File: config.mk
export PLATFORM = sky130hd
export DESIGN_NAME = regs_mp
export DESIGN_NICKNAME = d
export VERILOG_FILES = /design/src/rtl/regs_mp.sv
export SDC_FILE = /design/constraint.sdc
export NUM_CORES = 2
export LEC_CHECK = 0
export CORE_ASPECT_RATIO = 1.4
export CORE_MARGIN = 10
export CORE_UTILIZATION = 60
export CTS_CLUSTER_DIAMETER = 50
export DETAILED_ROUTE_END_ITERATION = 10
export GPL_ROUTABILITY_DRIVEN = 1
export GPL_TIMING_DRIVEN = 0
export PLACE_DENSITY = 0.76
export SYNTH_ARGS = -nofsm -noshare
export SYNTH_HDL_FRONTEND = slang
export SYNTH_SLANG_ARGS = --single-unit
File: constraint.sdc
create_clock -name clk -period 12.9 [get_ports clk]
set_clock_uncertainty 0.1 [all_clocks]
set_input_delay 1.935 -clock clk [delete_from_list [all_inputs] [get_ports clk]]
set_output_delay 1.935 -clock clk [all_outputs]
set_load 0.01 [all_outputs]
File: src/rtl/regs_mp.sv
// regs_mp -- multi-read-port register file with a per-register busy scoreboard.
//
// Register 0 is hard-wired to zero. Two write ports (w1 has priority over w0)
// update the array on the rising edge of clk. An issue request marks its
// destination register busy; a write to that register clears the mark, and an
// issue wins over a write that lands on the same register in the same cycle.
// busy_cnt_o is a registered population count of the busy vector.
//
// Optional feature: define REGS_MP_BYPASS_EN to forward same-cycle write data
// (w1 first, then w0) onto the read ports, and to show a register that is being
// written this cycle as not busy unless it is also being issued this cycle.
// Without the macro, reads show only the registered array and busy state.
//
// Ports:
//   clk         clock, all state changes on the rising edge
//   rst         synchronous active-low reset; also forces read outputs to zero
//   rd_addr_i   NRD read addresses, port k at [k*AW +: AW]
//   rd_data_o   NRD read data words, port k at [k*XLEN +: XLEN]
//   rd_busy_o   busy flag of each read address
//   w0_*        write port 0 (lower priority)
//   w1_*        write port 1 (higher priority)
//   iss_*       issue request, marks iss_addr_i busy
//   busy_cnt_o  number of busy registers
module regs_mp #(
    parameter int XLEN = 32,
    parameter int AW   = 5,
    parameter int NRD  = 2
) (
    input  logic                clk,
    input  logic                rst,
    input  logic [NRD*AW-1:0]   rd_addr_i,
    output logic [NRD*XLEN-1:0] rd_data_o,
    output logic [NRD-1:0]      rd_busy_o,
    input  logic                w0_en_i,
    input  logic [AW-1:0]       w0_addr_i,
    input  logic [XLEN-1:0]     w0_data_i,
    input  logic                w1_en_i,
    input  logic [AW-1:0]       w1_addr_i,
    input  logic [XLEN-1:0]     w1_data_i,
    input  logic                iss_en_i,
    input  logic [AW-1:0]       iss_addr_i,
    output logic [AW:0]         busy_cnt_o
);

    localparam int NREG = 2 ** AW;

    logic [XLEN-1:0] mem [NREG];
    logic [NREG-1:0] busy_q;
    logic [NREG-1:0] busy_d;
    logic [AW:0]     cnt_d;

    // Clear on write first, then set on issue, so an issue always wins.
    always_comb begin
        busy_d = busy_q;
        for (int i = 1; i < NREG; i++) begin
            if (w0_en_i && (w0_addr_i == AW'(i))) busy_d[i] = 1'b0;
            if (w1_en_i && (w1_addr_i == AW'(i))) busy_d[i] = 1'b0;
            if (iss_en_i && (iss_addr_i == AW'(i))) busy_d[i] = 1'b1;
        end
        busy_d[0] = 1'b0;
    end

    // The count is taken from the next busy vector so it matches busy_q after the edge.
    always_comb begin
        cnt_d = '0;
        for (int i = 0; i < NREG; i++) begin
            cnt_d = cnt_d + {{AW{1'b0}}, busy_d[i]};
        end
    end

    always_ff @(posedge clk) begin
        if (!rst) begin
            for (int i = 0; i < NREG; i++) begin
                mem[i] <= '0;
            end
            busy_q     <= '0;
            busy_cnt_o <= '0;
        end else begin
            // w1 is assigned last so it overrides w0 on an address collision.
            if (w0_en_i && (w0_addr_i != '0)) mem[w0_addr_i] <= w0_data_i;
            if (w1_en_i && (w1_addr_i != '0)) mem[w1_addr_i] <= w1_data_i;
            busy_q     <= busy_d;
            busy_cnt_o <= cnt_d;
        end
    end

    logic [AW-1:0] ra;
`ifdef REGS_MP_BYPASS_EN
    logic hit0;
    logic hit1;
    logic hit_iss;
`endif

    always_comb begin
        rd_data_o = '0;
        rd_busy_o = '0;
        ra        = '0;
`ifdef REGS_MP_BYPASS_EN
        hit0      = 1'b0;
        hit1      = 1'b0;
        hit_iss   = 1'b0;
`endif
        for (int k = 0; k < NRD; k++) begin
            ra = rd_addr_i[k*AW +: AW];
            if (rst && (ra != '0)) begin
                rd_data_o[k*XLEN +: XLEN] = mem[ra];
                rd_busy_o[k]              = busy_q[ra];
`ifdef REGS_MP_BYPASS_EN
                hit0    = w0_en_i && (w0_addr_i == ra);
                hit1    = w1_en_i && (w1_addr_i == ra);
                hit_iss = iss_en_i && (iss_addr_i == ra);
                if (hit1) begin
                    rd_data_o[k*XLEN +: XLEN] = w1_data_i;
                end else if (hit0) begin
                    rd_data_o[k*XLEN +: XLEN] = w0_data_i;
                end
                if ((hit0 || hit1) && !hit_iss) rd_busy_o[k] = 1'b0;
`endif
            end
        end
    end

endmodule
# After elaboration in Yosys (flattened, before gate mapping)
# Memory sizes are Yosys's and may differ from the RTL's.
# Cells that the tools add are included.
# word_totals
ff_bits	38
mem_bits_rw	1024
inputBits	94
out_inout_bits	72
word_cells	346
mem_count	1
# classes
addsub	30
order_cmp	2
n_eq_ne	93
n_mux	114
reduce_logical	103
# memory_table
memory	words	width	rd	rd_ports_with_merged_regs	write_ports	line_no	text
mem	32	32	2	0	32	47	logic [XLEN-1:0] mem [NREG];
# op_table
op	count
== test 5 bit, second input constant	48
adder 6 x 1 -> 6 bit	25
two-way mux 32 bit	4
== test 5 x 4 -> 1 bit, second input constant	24
two-way mux 1 bit	106
logical AND 1 bit	97
OR reduction 32 bit	2
== test 5 x 3 -> 1 bit, second input constant	12
== test 5 x 2 -> 1 bit, second input constant	6
nonzero test 5 bit	4
== test 5 x 1 -> 1 bit, second input constant	3
less-than comparator 5 x 6 -> 1 bit, second input constant	2
binary-select mux 1 bit (select 5 bit)	2
two-way mux 5 bit	2
adder 5 x 1 -> 6 bit	1
adder 4 x 1 -> 5 bit	1
adder 3 x 1 -> 4 bit	1
adder 2 x 1 -> 3 bit	1
adder 1 x 1 -> 2 bit	1

# Logic depth before layout (Yosys ltp)
# depth
ltp_word	35
depth_mapped	21
mapped_depth_nobuf	20

# Worst setup path after synthesis
# OpenSTA, ideal clock, no wires.
# synth_path
path_type	in2reg
start	input port w1_en_i
end	register busy_cnt_o[4]
setup_ns	0.119
t_arrival_ns	7.197
required_time_ns	12.681
setup_slack_ns	5.484
stages	19
n_path_buf	1
cell_sequence	buf_4 nor4bb_1 a22oi_1 a22o_1 fa_1 inv_1 fa_1 fa_1 fa_1 fa_1 inv_1 fa_1 inv_1 fa_1 fa_1 nor2b_1 o21ai_0 a21boi_0 nor3_1
# synth_via
elab_cells_between_ends	123
cone_classes	add/sub: 30; mux: 62; reduce/logical: 31
# synth_rtl
element	line_no	text
start: declaration	37	input logic w1_en_i,
logical AND 1 bit	57	if (w1_en_i && (w1_addr_i == AW'(i))) busy_d[i] = 1'b0;
two-way mux 1 bit	57	
two-way mux 1 bit	58	if (iss_en_i && (iss_addr_i == AW'(i))) busy_d[i] = 1'b1;
via busy_d[6]	49	logic [NREG-1:0] busy_d;
adder 5 x 1 -> 6 bit	67	cnt_d = cnt_d + {{AW{1'b0}}, busy_d[i]};
adder 6 x 1 -> 6 bit (25 in a row)	67	
end signal: assignment	83	busy_cnt_o <= cnt_d;
end: declaration	42	output logic [AW:0] busy_cnt_o
# The timed path passes the listed nets, and every way through them passes these cells.
# A chain may end at the register's enable or synchronous reset.

# Worst setup path in the final report
# layout_path
start	input port w0_addr_i[2]
end	register busy_cnt_o[4]
# layout_via
elab_chain_len	35
elab_cells_between_ends	185
cone_classes	add/sub: 30; eq/ne: 31; mux: 93; reduce/logical: 31
# layout_lines
element	line_no	text
start: declaration	35	input logic [AW-1:0] w0_addr_i,
== test 5 x 1 -> 1 bit / == test 5 x 2 -> 1 bit (equally long branches)	56	if (w0_en_i && (w0_addr_i == AW'(i))) busy_d[i] = 1'b0;
logical AND 1 bit	56	
two-way mux 1 bit	56	
two-way mux 1 bit	57	
two-way mux 1 bit	58	
adder 1 x 1 -> 2 bit	67	
adder 2 x 1 -> 3 bit	67	
adder 3 x 1 -> 4 bit	67	
adder 4 x 1 -> 5 bit	67	
adder 5 x 1 -> 6 bit	67	
adder 6 x 1 -> 6 bit (24 in a row)	67	
adder 6 x 1 -> 6 bit (*)	67	
# Mark *: on every way between the ends. The rest lies on a longest branch, timed or not.

==> metrics.md <==
| Metric | Value |
|---|---|
| Die Height | `400.0 um` |
| Clock Tree Buf Depth | `3` |
| CTS Hold Buffers Added | `0` |
| Max cap viols | `0` |
| Status | `completed` |
| HPWL after detailed placement | `178900 um` |
| TritonCTS clock tree | `yes` |
| Share of cells above drive strength 1 | `0.2596` |
| Clk Latency, worst-skew pair | `0.75 ns` |
| Peak VDD IR | `0.1297 mV` |
| Worst EP arrival | `9.13 ns` |
| Register area share after synthesis | `0.5089` |
| Layout Nets | `4430` |
| Drt via density | `7.812` |
| Non-Filler Instances | `5746` |
| CP Data Required Time | `13.43 ns` |
| Clock Tree Root | `clkbuf_16` |
| CP Launch Type | `input pin` |
| Share of the synthesized area in the top cell type | `0.4970` |
| Die Wd | `291.4 um` |
| Initial antenna violation count | `10` |
| IO Pins | `166` |
| Final Setup Violations | `0` |
| RSZ-0062 raised after global routing | `no` |
| Switching part of the total | `0.2706` |
| Reg power frac | `0.456` |
| Cell taking the most area after synthesis | `edfxtp_1` |
| Unique masters post-synth | `57` |
| Reg2reg path depth | `17` |
| Hold WC Path Type | `reg -> reg` |
| Multi-input logic area | `27400 um^2` |
| Syn Area/Cell | `15.66 um^2` |
| Post-synth EDFFs | `1024` |
| # fillers | `6958` |
| Switching power | `0.002431 W` |
| GRT overflow | `0` |
| Reg-to-reg endpoint | `busy_cnt_o[4]` |
| CP max FO | `10` |
| P&R area growth vs syn | `13.51%` |
| Slew margin rel. | `0.02471` |
| Total power | `0.008983 W` |
| WL per Instance | `40.17 um` |
| Synth Register Bits | `1061` |
| Clk pwr share | `0.404` |
| First-pass GRT wire length | `323800 um` |
| Synth Cell Area | `61880 um^2` |
| Min Tclk post-route | `8.602 ns` |
| Worst slack, placed | `3.696 ns` |
| Routability Congestion | `1.022` |
| GRT Util Overall | `0.3894` |
| Total setup buffers inserted after CTS | `0` |
| Max Slew Vio Count | `0` |
| Fin. Hold Viols | `0` |
| Fmax | `0.1163 GHz` |
| Post-Place Cells | `5526` |
| Yosys warns | `0` |
| R2R Setup Slk | `7.54 ns` |
| Internal power | `0.006553 W` |
| Port Buf Inserts | `158` |
| Worst setup endpoint | `busy_cnt_o[4]` |
| R2R Path Start | `busy_q[16]` |
| Detailed Routing Iterations Pass 1 | `8` |
| CTS HTree Levels | `3` |
| Core Region | `102400 um^2` |
| Vias in the first global route | `44920` |
| Worst-Margin Slew | `1.463 ns` |
| Clock transition at the registers of the reported paths | `0.07 ns` |
| Post-route setup slack | `4.298 ns` |
| Number of buffers created by CTS | `117` |
| WL final | `230800 um` |
| Crit end category | `flip-flop` |
| Period Utilization, post-route | `0.6668` |
| Number of remaining DRC errors | `0` |
| Setup TNS | `0 ns` |
| Via Count | `44890` |
| Pwr dens | `127.9 nW/um^2` |
| Gate Count Post-Synth | `3950` |
| Routed Antenna Nets | `0` |
| Largest net degree at the start of global routing | `29` |
| Power share of the combinational group | `0.141` |
| FF+latch area | `31490 um^2` |
| Initial Utilization | `0.6040` |
| FP Rows | `139` |
| PostCTS Resize Cnt | `0` |
| Async set-or-reset flop fraction in the synthesized netlist | `0` |
| Initial DRC count | `6671` |
| Crit path kind | `in -> reg` |
| CTS Sinks | `1061` |
| Top_reg_cell synth | `edfxtp_1` |
| Critical Path Source | `w0_addr_i[2]` |
| Synth area leaders | `edfxtp_1 (50%), mux4_2 (19%), a22o_1 (14%)` |
| Leakage | `24.75 nW` |
| Die Footprint | `116600 um^2` |
-- through the flow --
step | hold slack (ns) | area (um^2) | util
after floorplan | 0.4142 | 61990 | -
after global placement | 0.4870 | 65250 | 0.6370
after detailed placement | 0.5029 | 66130 | 0.6456
after CTS | 0.5273 | 70230 | 0.6856
after global routing | 0.5883 | 70230 | 0.6856
final | 0.5341 | 70240 | 0.6857
-- cells in the final DEF, fill, tap and decap left out, types with 9 or more instances in the layout --
| cell | count |
|---|---|
| nand2b_1 | 9 |
| nor2b_1 | 12 |
| o221ai_1 | 65 |
| mux2i_1 | 267 |
| nand3_1 | 28 |
| and2_1 | 17 |
| nand2_1 | 18 |
| clkinv_1 | 13 |
| a22o_1 | 1004 |
| mux4_2 | 526 |
| edfxtp_1 | 1024 |
| nor2_1 | 41 |
| inv_1 | 27 |
| nor2_2 | 17 |
| inv_6 | 13 |
| buf_6 | 42 |
| clkinvlp_4 | 9 |
| buf_16 | 12 |
| dfxtp_1 | 37 |
| bufinv_16 | 16 |
| fa_1 | 23 |
| clkbuf_16 | 119 |
| nor3_4 | 30 |
| clkdlybuf4s50_1 | 158 |
| clkinv_2 | 15 |
| conb_1 | 32 |
| clkbuf_1 | 290 |
| buf_2 | 224 |
| o22a_1 | 65 |
| a22oi_1 | 35 |
| buf_4 | 44 |
| nand3b_1 | 34 |
| buf_8 | 35 |
-- sequential cells by signal, indices dropped and copies added, names as in the netlist --
register	flops
busy_cnt_o	6
mem	1024
busy_q	31
-- metal layers --
layer	wire, um	vias to the layer above	GRT usage
met5	90	-	0
met4	18850	12	0.2680
met3	30230	878	0.1089
met2	106900	3657	0.6207
met1	74690	22710	0.4579
li1	-	17630	-
-- kinds of logic (layout without fill, tap and decap cells) --
| family | count (synthesis) | after routing | share of synthesized area |
|---|---|---|---|
| flip-flops | 1061 | 1061 | 0.5089 |
| AND/OR/NAND/NOR | 255 | 255 | 0.03009 |
| other | 1 | 33 | 0.00006061 |
| buffers and inverters | 623 | 1048 | 0.05021 |
| multiplexers | 793 | 793 | 0.2346 |
| AO/OA/AOI/OAI | 1187 | 1187 | 0.1672 |
| adder cells (fa/ha/maj) | 30 | 30 | 0.008857 |
-- critical path, stage by stage --
cell             delay, ns
clkdlybuf4s50_1       0.84
buf_2                 0.38
nor4bb_1              0.77
nand2_1               0.36
a32oi_1               0.45
fa_1                  0.50
fa_1                  0.46
fa_1                  0.52
fa_1                  0.44
fa_1                  0.50
inv_1                 0.05
fa_1                  0.48
inv_1                 0.05
fa_1                  0.41
fa_1                  0.45
nor2b_1               0.16
o21ai_0               0.11
a21boi_0              0.19
nor3_1                0.07
-- power groups by stage --
stage / logic (W) / clock network (W) / registers (W)
after floorplan: 0.000737 / 0 / 0.00411
after global placement: 0.00116 / 0 / 0.00415
after detailed placement: 0.00121 / 0 / 0.00416
after CTS: 0.00122 / 0.00359 / 0.00409
after global routing: 0.00129 / 0.00372 / 0.00411
final: 0.00126 / 0.00363 / 0.00410
-- area by class of cell --
cell class                 count  share of cell area
clock inverter                89             0.01530
inverter                      28            0.001496
multi-input combinational   2297              0.3901
sequential                  1061              0.4483
tap                         1339             0.02385
timing repair buffer         206             0.03499
buffer                       595             0.04275
clock buffer                 130             0.04313
antenna                        1          0.00003563
-- worst min-delay path by stage --
| stage | start | end | slack [ns] | cells after the start |
|---|---|---|---|---|
| after floorplan | busy_q[14] | busy_q[14] | 0.41 | 2 |
| final | busy_q[14] | busy_q[14] | 0.53 | 2 |
| after detailed placement | busy_q[14] | busy_q[14] | 0.50 | 2 |
| after global routing | busy_q[14] | busy_q[14] | 0.59 | 2 |
| after CTS | busy_q[14] | busy_q[14] | 0.53 | 2 |
| after global placement | busy_q[14] | busy_q[14] | 0.49 | 2 |
-- cells in the mapped netlist (all sizes together), types with 4 or more instances --
cell type / count
nor4bb: 4
nand3: 30
o22a: 65
a22oi: 35
nand3b: 35
buf: 312
clkbuf: 283
o32a: 4
nor3: 40
edfxtp: 1024
and4b: 7
nand2: 20
dfxtp: 37
fa: 23
a32oi: 4
o221ai: 65
mux2i: 267
and2: 18
nand4: 5
nor2b: 12
nor2: 58
nand2b: 9
inv: 28
ha: 7
mux4: 526
a22o: 1004
No activity file was read; power rests on OpenSTA's default activity.
